File: config.mk
export PLATFORM = sky130hd
export DESIGN_NAME = lt24_bus_decoder
export DESIGN_NICKNAME = d
export VERILOG_FILES = /design/src/rtl/lt24_pkg.sv /design/src/rtl/lt24_write_strobe.sv /design/src/rtl/lt24_bus_decoder.sv
export SDC_FILE = /design/constraint.sdc
export NUM_CORES = 1
export LEC_CHECK = 0
export ABC_AREA = 1
export CORE_MARGIN = 10
export CORE_UTILIZATION = 55
export DETAILED_ROUTE_END_ITERATION = 10
export MAX_ROUTING_LAYER = met4
export PLACE_DENSITY = 0.72
export SLEW_MARGIN = 20
export SYNTH_ARGS = -nofsm -noshare
export SYNTH_HDL_FRONTEND = slang
export SYNTH_SLANG_ARGS = --single-unit
File: constraint.sdc
create_clock -name clock -period 3.8 [get_ports clock]
set_input_delay 0.95 -clock clock [delete_from_list [all_inputs] [get_ports clock]]
set_output_delay 0.95 -clock clock [all_outputs]
set_load 0.01 [all_outputs]
File: src/rtl/lt24_pkg.sv
// Shared constants, state encoding and strobe record for the LT24 bus decoder.
package lt24_pkg;

  localparam int LT24_WIDTH  = 240;
  localparam int LT24_HEIGHT = 320;

  localparam logic [7:0] CMD_COL_ADDR  = 8'h2A;
  localparam logic [7:0] CMD_PAGE_ADDR = 8'h2B;
  localparam logic [7:0] CMD_MEM_WRITE = 8'h2C;

  typedef enum logic [2:0] {
    IDLE      = 3'd0,
    COL_ARGS  = 3'd1,
    PAGE_ARGS = 3'd2,
    MEM_WRITE = 3'd3,
    SKIP      = 3'd4
  } lt24_state_t;

  // One decoded write cycle as seen by the parent FSM.
  typedef struct packed {
    logic        wr_event;
    logic        is_data;
    logic [15:0] word;
  } lt24_wr_t;

endpackage

File: src/rtl/lt24_write_strobe.sv
// LT24 write-strobe front end: registers the bus pins once, detects the
// qualified Wr_n rising edge and holds RS/Data from the last low cycle.
// Optional LT24_TIMING_CHECK_EN builds a Wr_n low-time counter that flags
// pulses shorter than MIN_WR_LOW clocks.
module lt24_write_strobe
  import lt24_pkg::*;
#(
  parameter int MIN_WR_LOW = 2
) (
  input  logic        clock,
  input  logic        globalReset,
  input  logic        cs_n,
  input  logic        wr_n,
  input  logic        rd_n,
  input  logic        rs,
  input  logic        reset_n,
  input  logic [15:0] data,
  output lt24_wr_t    wr,
  output logic        conflict,
  output logic        short_wr,
  output logic        panel_rst
);

  logic        cs_q, wr_q, wr_prev, rd_q, rs_q, rst_n_q;
  logic [15:0] data_q;
  logic        cap_rs;
  logic [15:0] cap_data;

  // Single input register stage plus previous-Wr_n for edge detection.
  always_ff @(posedge clock) begin
    if (globalReset) begin
      cs_q    <= 1'b1;
      wr_q    <= 1'b1;
      wr_prev <= 1'b1;
      rd_q    <= 1'b1;
      rs_q    <= 1'b0;
      rst_n_q <= 1'b1;
      data_q  <= '0;
    end else begin
      cs_q    <= cs_n;
      wr_q    <= wr_n;
      wr_prev <= wr_q;
      rd_q    <= rd_n;
      rs_q    <= rs;
      rst_n_q <= reset_n;
      data_q  <= data;
    end
  end

  // Keep RS/Data from the most recent cycle with Wr_n low; valid on the rise.
  always_ff @(posedge clock) begin
    if (globalReset) begin
      cap_rs   <= 1'b0;
      cap_data <= '0;
    end else if (!wr_q) begin
      cap_rs   <= rs_q;
      cap_data <= data_q;
    end
  end

  assign wr.wr_event = !wr_prev && wr_q && !cs_q;
  assign wr.is_data  = cap_rs;
  assign wr.word     = cap_data;
  assign conflict    = !cs_q && !wr_q && !rd_q;
  assign panel_rst   = !rst_n_q;

`ifdef LT24_TIMING_CHECK_EN
  localparam int CW = $clog2(MIN_WR_LOW + 1) + 1;
  logic [CW-1:0] low_cnt;

  // Saturating count of CS-qualified Wr_n low cycles; cleared while Wr_n high.
  always_ff @(posedge clock) begin
    if (globalReset || wr_q) low_cnt <= '0;
    else if (!cs_q && low_cnt != '1) low_cnt <= low_cnt + 1'b1;
  end

  assign short_wr = wr.wr_event && (low_cnt < CW'(MIN_WR_LOW));
`else
  assign short_wr = 1'b0;
`endif

endmodule

File: src/rtl/lt24_bus_decoder.sv
// LT24 8080-style write bus decoder: command decode, column/page window
// setup and per-word pixel events with window-wrapping cursor.
// Optional pulse-width check is enabled with LT24_TIMING_CHECK_EN.
module lt24_bus_decoder
  import lt24_pkg::*;
#(
  parameter int WIDTH      = LT24_WIDTH,
  parameter int HEIGHT     = LT24_HEIGHT,
  parameter int MIN_WR_LOW = 2
) (
  input  logic        clock,
  input  logic        globalReset,
  input  logic        LT24CS_n,
  input  logic        LT24Wr_n,
  input  logic        LT24Rd_n,
  input  logic        LT24RS,
  input  logic        LT24Reset_n,
  input  logic [15:0] LT24Data,
  output logic        cmdValid,
  output logic [7:0]  cmdCode,
  output logic        pixelValid,
  output logic [7:0]  pixelX,
  output logic [8:0]  pixelY,
  output logic [15:0] pixelColour,
  output logic        protocolError
);

  localparam logic [15:0] X_MAX = 16'(WIDTH - 1);
  localparam logic [15:0] Y_MAX = 16'(HEIGHT - 1);

  lt24_wr_t wr;
  logic     conflict, short_wr, panel_rst;

  lt24_write_strobe #(.MIN_WR_LOW(MIN_WR_LOW)) u_strobe (
    .clock      (clock),
    .globalReset(globalReset),
    .cs_n       (LT24CS_n),
    .wr_n       (LT24Wr_n),
    .rd_n       (LT24Rd_n),
    .rs         (LT24RS),
    .reset_n    (LT24Reset_n),
    .data       (LT24Data),
    .wr         (wr),
    .conflict   (conflict),
    .short_wr   (short_wr),
    .panel_rst  (panel_rst)
  );

  lt24_state_t state, state_n;
  logic [1:0]  arg_idx, arg_idx_n;
  logic [7:0]  b0, b1, b2, b0_n, b1_n, b2_n;
  logic [15:0] sc, ec, sp, ep, sc_n, ec_n, sp_n, ep_n;
  logic [7:0]  cur_x, cur_x_n;
  logic [8:0]  cur_y, cur_y_n;
  logic        cmd_valid_n, pix_valid_n, err_n;
  logic [7:0]  cmd_code_n, pix_x_n;
  logic [8:0]  pix_y_n;
  logic [15:0] colour_n;
  logic [15:0] new_s, new_e;
  logic        win_ok;

  assign win_ok = (sc <= ec) && (ec <= X_MAX) && (sp <= ep) && (ep <= Y_MAX);
  assign new_s  = {b0, b1};
  assign new_e  = {b2, wr.word[7:0]};

  // State and datapath register bank.
  always_ff @(posedge clock) begin
    if (globalReset) begin
      state         <= IDLE;
      arg_idx       <= '0;
      b0            <= '0;
      b1            <= '0;
      b2            <= '0;
      sc            <= '0;
      ec            <= X_MAX;
      sp            <= '0;
      ep            <= Y_MAX;
      cur_x         <= '0;
      cur_y         <= '0;
      cmdValid      <= 1'b0;
      cmdCode       <= '0;
      pixelValid    <= 1'b0;
      pixelX        <= '0;
      pixelY        <= '0;
      pixelColour   <= '0;
      protocolError <= 1'b0;
    end else begin
      state         <= state_n;
      arg_idx       <= arg_idx_n;
      b0            <= b0_n;
      b1            <= b1_n;
      b2            <= b2_n;
      sc            <= sc_n;
      ec            <= ec_n;
      sp            <= sp_n;
      ep            <= ep_n;
      cur_x         <= cur_x_n;
      cur_y         <= cur_y_n;
      cmdValid      <= cmd_valid_n;
      cmdCode       <= cmd_code_n;
      pixelValid    <= pix_valid_n;
      pixelX        <= pix_x_n;
      pixelY        <= pix_y_n;
      pixelColour   <= colour_n;
      protocolError <= err_n;
    end
  end

  // Next-state: command decode, argument collection, pixel cursor, errors.
  always_comb begin
    state_n     = state;
    arg_idx_n   = arg_idx;
    b0_n        = b0;
    b1_n        = b1;
    b2_n        = b2;
    sc_n        = sc;
    ec_n        = ec;
    sp_n        = sp;
    ep_n        = ep;
    cur_x_n     = cur_x;
    cur_y_n     = cur_y;
    cmd_valid_n = 1'b0;
    cmd_code_n  = cmdCode;
    pix_valid_n = 1'b0;
    pix_x_n     = pixelX;
    pix_y_n     = pixelY;
    colour_n    = pixelColour;
    err_n       = protocolError || conflict || short_wr;

    if (panel_rst) begin
      state_n   = IDLE;
      arg_idx_n = '0;
      sc_n      = '0;
      ec_n      = X_MAX;
      sp_n      = '0;
      ep_n      = Y_MAX;
    end else if (wr.wr_event) begin
      if (!wr.is_data) begin
        // Commands always win; collected argument bytes are simply dropped.
        cmd_valid_n = 1'b1;
        cmd_code_n  = wr.word[7:0];
        arg_idx_n   = '0;
        case (wr.word[7:0])
          CMD_COL_ADDR:  state_n = COL_ARGS;
          CMD_PAGE_ADDR: state_n = PAGE_ARGS;
          CMD_MEM_WRITE: begin
            state_n = MEM_WRITE;
            cur_x_n = sc[7:0];
            cur_y_n = sp[8:0];
          end
          default:       state_n = SKIP;
        endcase
      end else begin
        case (state)
          COL_ARGS, PAGE_ARGS: begin
            arg_idx_n = arg_idx + 2'd1;
            case (arg_idx)
              2'd0: b0_n = wr.word[7:0];
              2'd1: b1_n = wr.word[7:0];
              2'd2: b2_n = wr.word[7:0];
              default: begin
                // Start and end commit together; a bad window is still stored.
                state_n = IDLE;
                if (state == COL_ARGS) begin
                  sc_n = new_s;
                  ec_n = new_e;
                  if (new_s > new_e || new_e > X_MAX) err_n = 1'b1;
                end else begin
                  sp_n = new_s;
                  ep_n = new_e;
                  if (new_s > new_e || new_e > Y_MAX) err_n = 1'b1;
                end
              end
            endcase
          end
          MEM_WRITE: begin
            if (win_ok) begin
              pix_valid_n = 1'b1;
              pix_x_n     = cur_x;
              pix_y_n     = cur_y;
              colour_n    = wr.word;
              if ({8'd0, cur_x} == ec) begin
                cur_x_n = sc[7:0];
                cur_y_n = ({7'd0, cur_y} == ep) ? sp[8:0] : cur_y + 9'd1;
              end else begin
                cur_x_n = cur_x + 8'd1;
              end
            end
          end
          default: ;
        endcase
      end
    end
  end

endmodule

# After elaboration in Yosys (flattened, before gate mapping)
# Cells that the tools add are included.
dict set report totals {
  reg_bits 193
  in_bits 23
  output_inout_bits 44
  wordCells 117
}
dict set report op_classes {
  n_addsub 3
  order_cmp 7
  n_eq_ne 15
  muxes 27
  bitwise_logic 6
  reduce_logical 32
}
# cell count
set op_table {}
lappend op_table {{$mux 9} 6}
lappend op_table {{$mux 8} 5}
lappend op_table {{$reduce_and 5->1} 7}
lappend op_table {{$le 16x16->1} 2}
lappend op_table {{$eq 8x6->1 const B} 3}
lappend op_table {{$eq 8x16->1} 1}
lappend op_table {{$eq 9x16->1} 1}
lappend op_table {{$gt 16x16->1} 1}
lappend op_table {{$gt 16x8->1 const B} 1}
lappend op_table {{$gt 16x9->1 const B} 1}
lappend op_table {{$le 16x8->1 const B} 1}
lappend op_table {{$le 16x9->1 const B} 1}
lappend op_table {{$mux 1} 10}
lappend op_table {{$ne 2x2->1 const B} 5}
lappend op_table {{$add 9x1->9 const B} 1}
lappend op_table {{$mux 3} 3}
lappend op_table {{$pmux 3 s3} 1}
lappend op_table {{$add 8x1->8 const B} 1}
lappend op_table {{$logic_and 1x1->1} 7}
lappend op_table {{$eq 3x2->1 const B} 2}
lappend op_table {{$not 1->1} 6}
lappend op_table {{$reduce_and 3->1} 2}
lappend op_table {{$reduce_and 6->1} 1}
lappend op_table {{$reduce_or 3->1} 2}
lappend op_table {{12 further kinds} 19}

# Depth between registers and ports, before layout
dict set report depth {
  ltp_word 11
  ltp_mapped 18
  mapped_depth_nobuf 18
}

# By module
# From an unflattened synthesis, not the netlist that was laid out.
dict set report unflattened {
  hier_cells 1263
  hier_area_um2 9049.9
}
# module n_inst cells_each area_per_inst_um2 seq_area_each_um2
set modules_own_cells {}
lappend modules_own_cells {lt24_bus_decoder 1 1085 7676.1 3083.0}
lappend modules_own_cells {lt24_write_strobe 1 178 1373.8 780.7}

# Worst setup path before layout
# OpenSTA, ideal clock, no wires.
dict set report synth_path {
  kind {input -> register}
  start {input globalReset}
  end {register ep[5]}
  setup_time_ns 0.129
  arrival_time_ns 2.039
  t_required_ns 3.671
  setup_slack_ns 1.632
  cell_stages 6
  n_path_buf 2
  cell_sequence {clkbuf_1 nor2_1 clkinv_1 clkbuf_1 a21oi_1 o21ai_0}
}
dict set report synth_via {
  elab_chain_len 1
}
# item line_no
set synth_rtl {}
lappend synth_rtl {{from (decl)} lt24_bus_decoder.sv:12} ;# input logic globalReset,
lappend synth_rtl {{$reduce_or 2->1 (no line)} --}
lappend synth_rtl {{to (signal assigned)} lt24_bus_decoder.sv:96} ;# ep <= ep_n;
lappend synth_rtl {{to (decl)} lt24_bus_decoder.sv:52} ;# logic [15:0] sc, ec, sp, ep, sc_n, ec_n, sp_n, ep_n;
# Every way passes these cells.
# A chain may end at the register's enable or synchronous reset.

# Worst setup path in the final report
dict set report layout_path {
  start {register ec[5]}
  end {register pixelY[7]}
}
dict set report layout_via {
  elab_chain_len 5
  word_cells_on_any_way 6
  classes_between {2 x order compare; 4 x reduce/logical}
}
# item line_no
set layout_rtl {}
lappend layout_rtl {{from (decl)} lt24_bus_decoder.sv:52}
lappend layout_rtl {{from (signal assigned)} lt24_bus_decoder.sv:94} ;# ec <= ec_n;
lappend layout_rtl {{$le 16x16->1 or $le 16x8->1 (tied branches)} lt24_bus_decoder.sv:62} ;# assign win_ok = (sc <= ec) && (ec <= X_MAX) && (sp <= ep) && (ep <= Y_MAX);
lappend layout_rtl {{$logic_and 1x1->1 * (3 in series)} lt24_bus_decoder.sv:62}
lappend layout_rtl {{$reduce_and 5->1 (no line) *} --}
lappend layout_rtl {{to (signal assigned)} lt24_bus_decoder.sv:103} ;# pixelY <= pix_y_n;
lappend layout_rtl {{to (decl)} lt24_bus_decoder.sv:23} ;# output logic [8:0] pixelY,
# Mark *: on every way between the ends. The rest lies on a longest branch, timed or not.

==> metrics <==
run status complete, no violations; fraction of layout instances using a drive strength above 1 under 10%; clock buffers created by TritonCTS 17; category of the worst setup path capture point flop; number of remaining DRC errors 0; max_cap viols 0; GR Util All Layers 20.3%; relative slew slack a little under two fifths; launch point of the worst hold path u_strobe.data_q[9]; clock-pin slew of the registers on the worst-case setup and hold paths 0.08 ns; Post-CTS Hold Buffers 0; via count of the first global-routing pass 6733; TritonCTS clock tree built; main combinational cell family by area after synthesis simple AND/OR/NAND/NOR gates; GP Congestion 0.888; Final Setup Violations 0; post-synth net total approximately 1200; worst setup path startpoint ec[5]; mux cell area share after synthesis 0%; Comb pwr share ~3.9%; area grow syn2layout 15.6%; final worst-path cycle share 71.1%; fraction of the yosys area taken by sequential cells 44.6%; number of clock sinks around 190; synthesized area per cell a little under 8 um2; Hold WC Path Type reg2reg; core area 15300 um2; post-synthesis instance area 8660 um2; maximum clock skew at final layout approximately 0.014 ns; cell type with the largest total area after synthesis sky130_fd_sc_hd__dfxtp_1; Die Area around 21000 um2; predominant post-synthesis flop cell sky130_fd_sc_hd__dfxtp_1; cell with the most instances after synthesis sky130_fd_sc_hd__dfxtp_1; highest-delay cell along the critical path sky130_fd_sc_hd__dfxtp_1; post-synthesis async set-or-reset flop share 0%; number of iterations in the first detailed-routing pass 5; maximum operating frequency around 0.37 GHz; clock root buffer sky130_fd_sc_hd__clkbuf_16; antenna violations before repair 0; vias per cell roughly 5.3; cell leakage power between 0.004 and 0.005 uW; wire length per cell after detailed routing roughly 15 um; maximum net fanout on the critical path 34; worst setup timing slack at the placement stage 1.10 ns; via total after detailed routing 7276; Synthesis Warnings 0; simple-gate area share of the yosys netlist 18.3%; unrepaired setup endpoints after global routing no; Critical R2R Launch ec[5]; post-synthesis compound-gate area fraction a little under a fifth; number of enable flip-flop cells after synthesis 0; residual antenna-violating net count after detailed routing 0; number of storage elements in the synthesis netlist a little under 200; # Post-CTS Setup Buffers 0; Post-layout nets 1235; measured slew at the worst slew-check pin 0.931 ns; # H-tree levels 4; clock period minus final worst setup slack roughly 2.7 ns; main area contributors after synthesis sky130_fd_sc_hd__dfxtp_1 (45%), sky130_fd_sc_hd__o21ai_0 (8.4%), sky130_fd_sc_hd__ha_1 (7.8%); count of instances resized after the clock tree is built 0; number of antenna cells inserted 0; Top Ports 67; fraction of power consumed by sequential logic 51.8%; areal power density over the cells 399 nW/um2; clock latency reported for the late side of the worst-skew pair 0.44 ns; xor-xnor portion of the synthesized cell area 2.63%; Switch Pwr around 1000 uW; longest individual stage delay on the worst path 0.37 ns; number of hold violations in the final report 0; number of distinct library cells after synthesis 40; final slew viol count 0; grt ovf 0; std cell rows between 40 and 50; crit path launch type flop; Total Negative Setup Slacks 0 ns; Chip Height about 150 um; horizontal extent of the die 145 um; global-route wire length before repair roughly 35 mm; routed wire length 21.0 mm; initial cell density of the core a little under three fifths; CP Data Required Time 4.13 ns; worst-path cell chain inv_1 > ha_1 > a21oi_1 > nor2_1 > nor2_1 > nand2_1 > nand2_1 > nand2_1 > a21oi_2 > nand2_1 > nor2_4 > buf_4 > inv_2 > nor2_1 > nor2_1; fraction of synthesized cell area taken by the top area cell type 44.6%; most common library cells after synthesis sky130_fd_sc_hd__dfxtp_1 (193), sky130_fd_sc_hd__nor2_1 (166), sky130_fd_sc_hd__o21ai_0 (145), sky130_fd_sc_hd__a21oi_1 (127), sky130_fd_sc_hd__nand2_1 (115); Switching Share 25.1%; Worst Setup Slack, final 1.10 ns; Worst EP arrival between 3 and 4 ns; number of cells produced by synthesis 1120; clock network power share 44.3%; number of I/O port buffers 66; maximum number of pins on one net before global-route repair just over 60; Internal Power 2990 uW; Post-Synth Adder-Cell Area 7.80%; type of the setup path with the least slack reg2reg; placed wire-length estimate about 15 mm; Max rail drop VDD around 0.33 mV; CTS max path bufs 2; DRT iter0 DRCs 554
## power groups by stage
stage | clock [uW] | combinational (uW) | sequential, uW
2_1_floorplan | 0 | 102 | 2100
3_3_place_gp | 0 | 152 | 2120
3_5_place_dp | 0 | 154 | 2120
4_1_cts | 1790 | 156 | 2070
5_1_grt | 1880 | 175 | 2070
6_report | 1770 | 156 | 2070
## cell type report
class	count	area, um2
flip-flops and latches	193	3860
inverters	126	474
fillers	1364	5300
multi-input cells	744	4070
repair buffers	76	748
well taps	211	264
clock buffers	17	425
clock inverters	15	169
## stage by stage
step	hold WS, ns	utilization [%]	power (uW)	instances	instance area, um2
2_1_floorplan	0.436	-	2210	1120	8660
3_3_place_gp	0.442	61.5	2270	1350	9420
3_5_place_dp	0.453	61.5	2270	1350	9420
4_1_cts	0.466	65.4	4010	1382	10000
5_1_grt	0.482	65.4	4120	1382	10000
6_report	0.462	65.4	3990	1382	10000
## kinds of logic (layout without fill, tap and decap cells)
kind of cell               count (synthesis)  in the layout
DFF                                      193            193
AOI/OAI and AO/OA                        305            305
xor gates and xnor gates                  26             26
buffers and inverters                    183            234
and+or+nand+nor                          359            359
adders and majority gates                 54             54
## worst paths after layout
check | to | slack [ns] | cells after the start
worst max-delay path | pixelY[7] | 1.10 | 15
worst min-delay path | u_strobe.cap_data[9] | 0.46 | 2
worst max register to register | pixelY[7] | 1.10 | 15
worst min register to register | u_strobe.cap_data[9] | 0.46 | 2
## layout by cell type, fill, tap and decap left out, types with 2 or more instances in the layout
| cell type | netlist | routed |
|---|---|---|
| sky130_fd_sc_hd__nor2_2 | 1 | 2 |
| sky130_fd_sc_hd__inv_1 | 114 | 114 |
| sky130_fd_sc_hd__nor4_1 | 3 | 3 |
| sky130_fd_sc_hd__buf_4 | 3 | 9 |
| sky130_fd_sc_hd__nand4_1 | 13 | 13 |
| sky130_fd_sc_hd__dfxtp_1 | 193 | 193 |
| sky130_fd_sc_hd__ha_1 | 54 | 54 |
| sky130_fd_sc_hd__xnor2_1 | 11 | 11 |
| sky130_fd_sc_hd__inv_6 | 0 | 4 |
| sky130_fd_sc_hd__nor3_1 | 12 | 12 |
| sky130_fd_sc_hd__nand3_2 | 2 | 2 |
| sky130_fd_sc_hd__clkdlybuf4s50_1 | 0 | 66 |
| sky130_fd_sc_hd__nor2_1 | 166 | 165 |
| sky130_fd_sc_hd__nor2_4 | 2 | 2 |
| sky130_fd_sc_hd__o211ai_1 | 6 | 6 |
| sky130_fd_sc_hd__clkinv_8 | 0 | 4 |
| sky130_fd_sc_hd__nand2_2 | 3 | 3 |
| sky130_fd_sc_hd__nand2_4 | 3 | 3 |
| sky130_fd_sc_hd__inv_8 | 0 | 3 |
| sky130_fd_sc_hd__nand3_1 | 28 | 28 |
| sky130_fd_sc_hd__or2_2 | 4 | 4 |
| sky130_fd_sc_hd__inv_2 | 9 | 10 |
| sky130_fd_sc_hd__nand2_1 | 115 | 115 |
| sky130_fd_sc_hd__o21ai_1 | 14 | 14 |
| sky130_fd_sc_hd__a21oi_1 | 127 | 127 |
| sky130_fd_sc_hd__a211oi_1 | 11 | 11 |
| sky130_fd_sc_hd__clkbuf_16 | 0 | 17 |
| sky130_fd_sc_hd__o21ai_0 | 145 | 145 |
| sky130_fd_sc_hd__xor2_1 | 15 | 15 |
| sky130_fd_sc_hd__clkinv_4 | 0 | 4 |
## worst max-delay path: cells and delay by family, from the launching register on
kind / cells / cell delay [ns]
fa+ha+maj: 1 / 0.29
flops: 1 / 0.37
buf+inv: 3 / 0.72
compound gates: 2 / 0.36
simple gates: 9 / 0.82
## sequential cells by signal, indices dropped and copies added, names as in the netlist, 2 cells and up
| register | cells |
|---|---|
| arg_idx | 2 |
| b0 | 8 |
| b1 | 8 |
| b2 | 8 |
| cmdCode | 8 |
| cur_x | 8 |
| cur_y | 9 |
| ec | 16 |
| ep | 16 |
| pixelColour | 16 |
| pixelX | 8 |
| pixelY | 9 |
| sc | 16 |
| sp | 16 |
| state | 3 |
| u_strobe.cap_data | 16 |
| u_strobe.data_q | 16 |
## per-layer routing
layer / GRT usage (%) / vias up / routed length, um
li1: - / 3768 / -
met1: 26.1 / 3317 / 9950
met2: 31.6 / 165 / 9720
met3: 3.97 / 26 / 1040
met4: 6.07 / 0 / 315
met5: - / - / 0
Note: power is estimated with default switching activity, not from simulation.
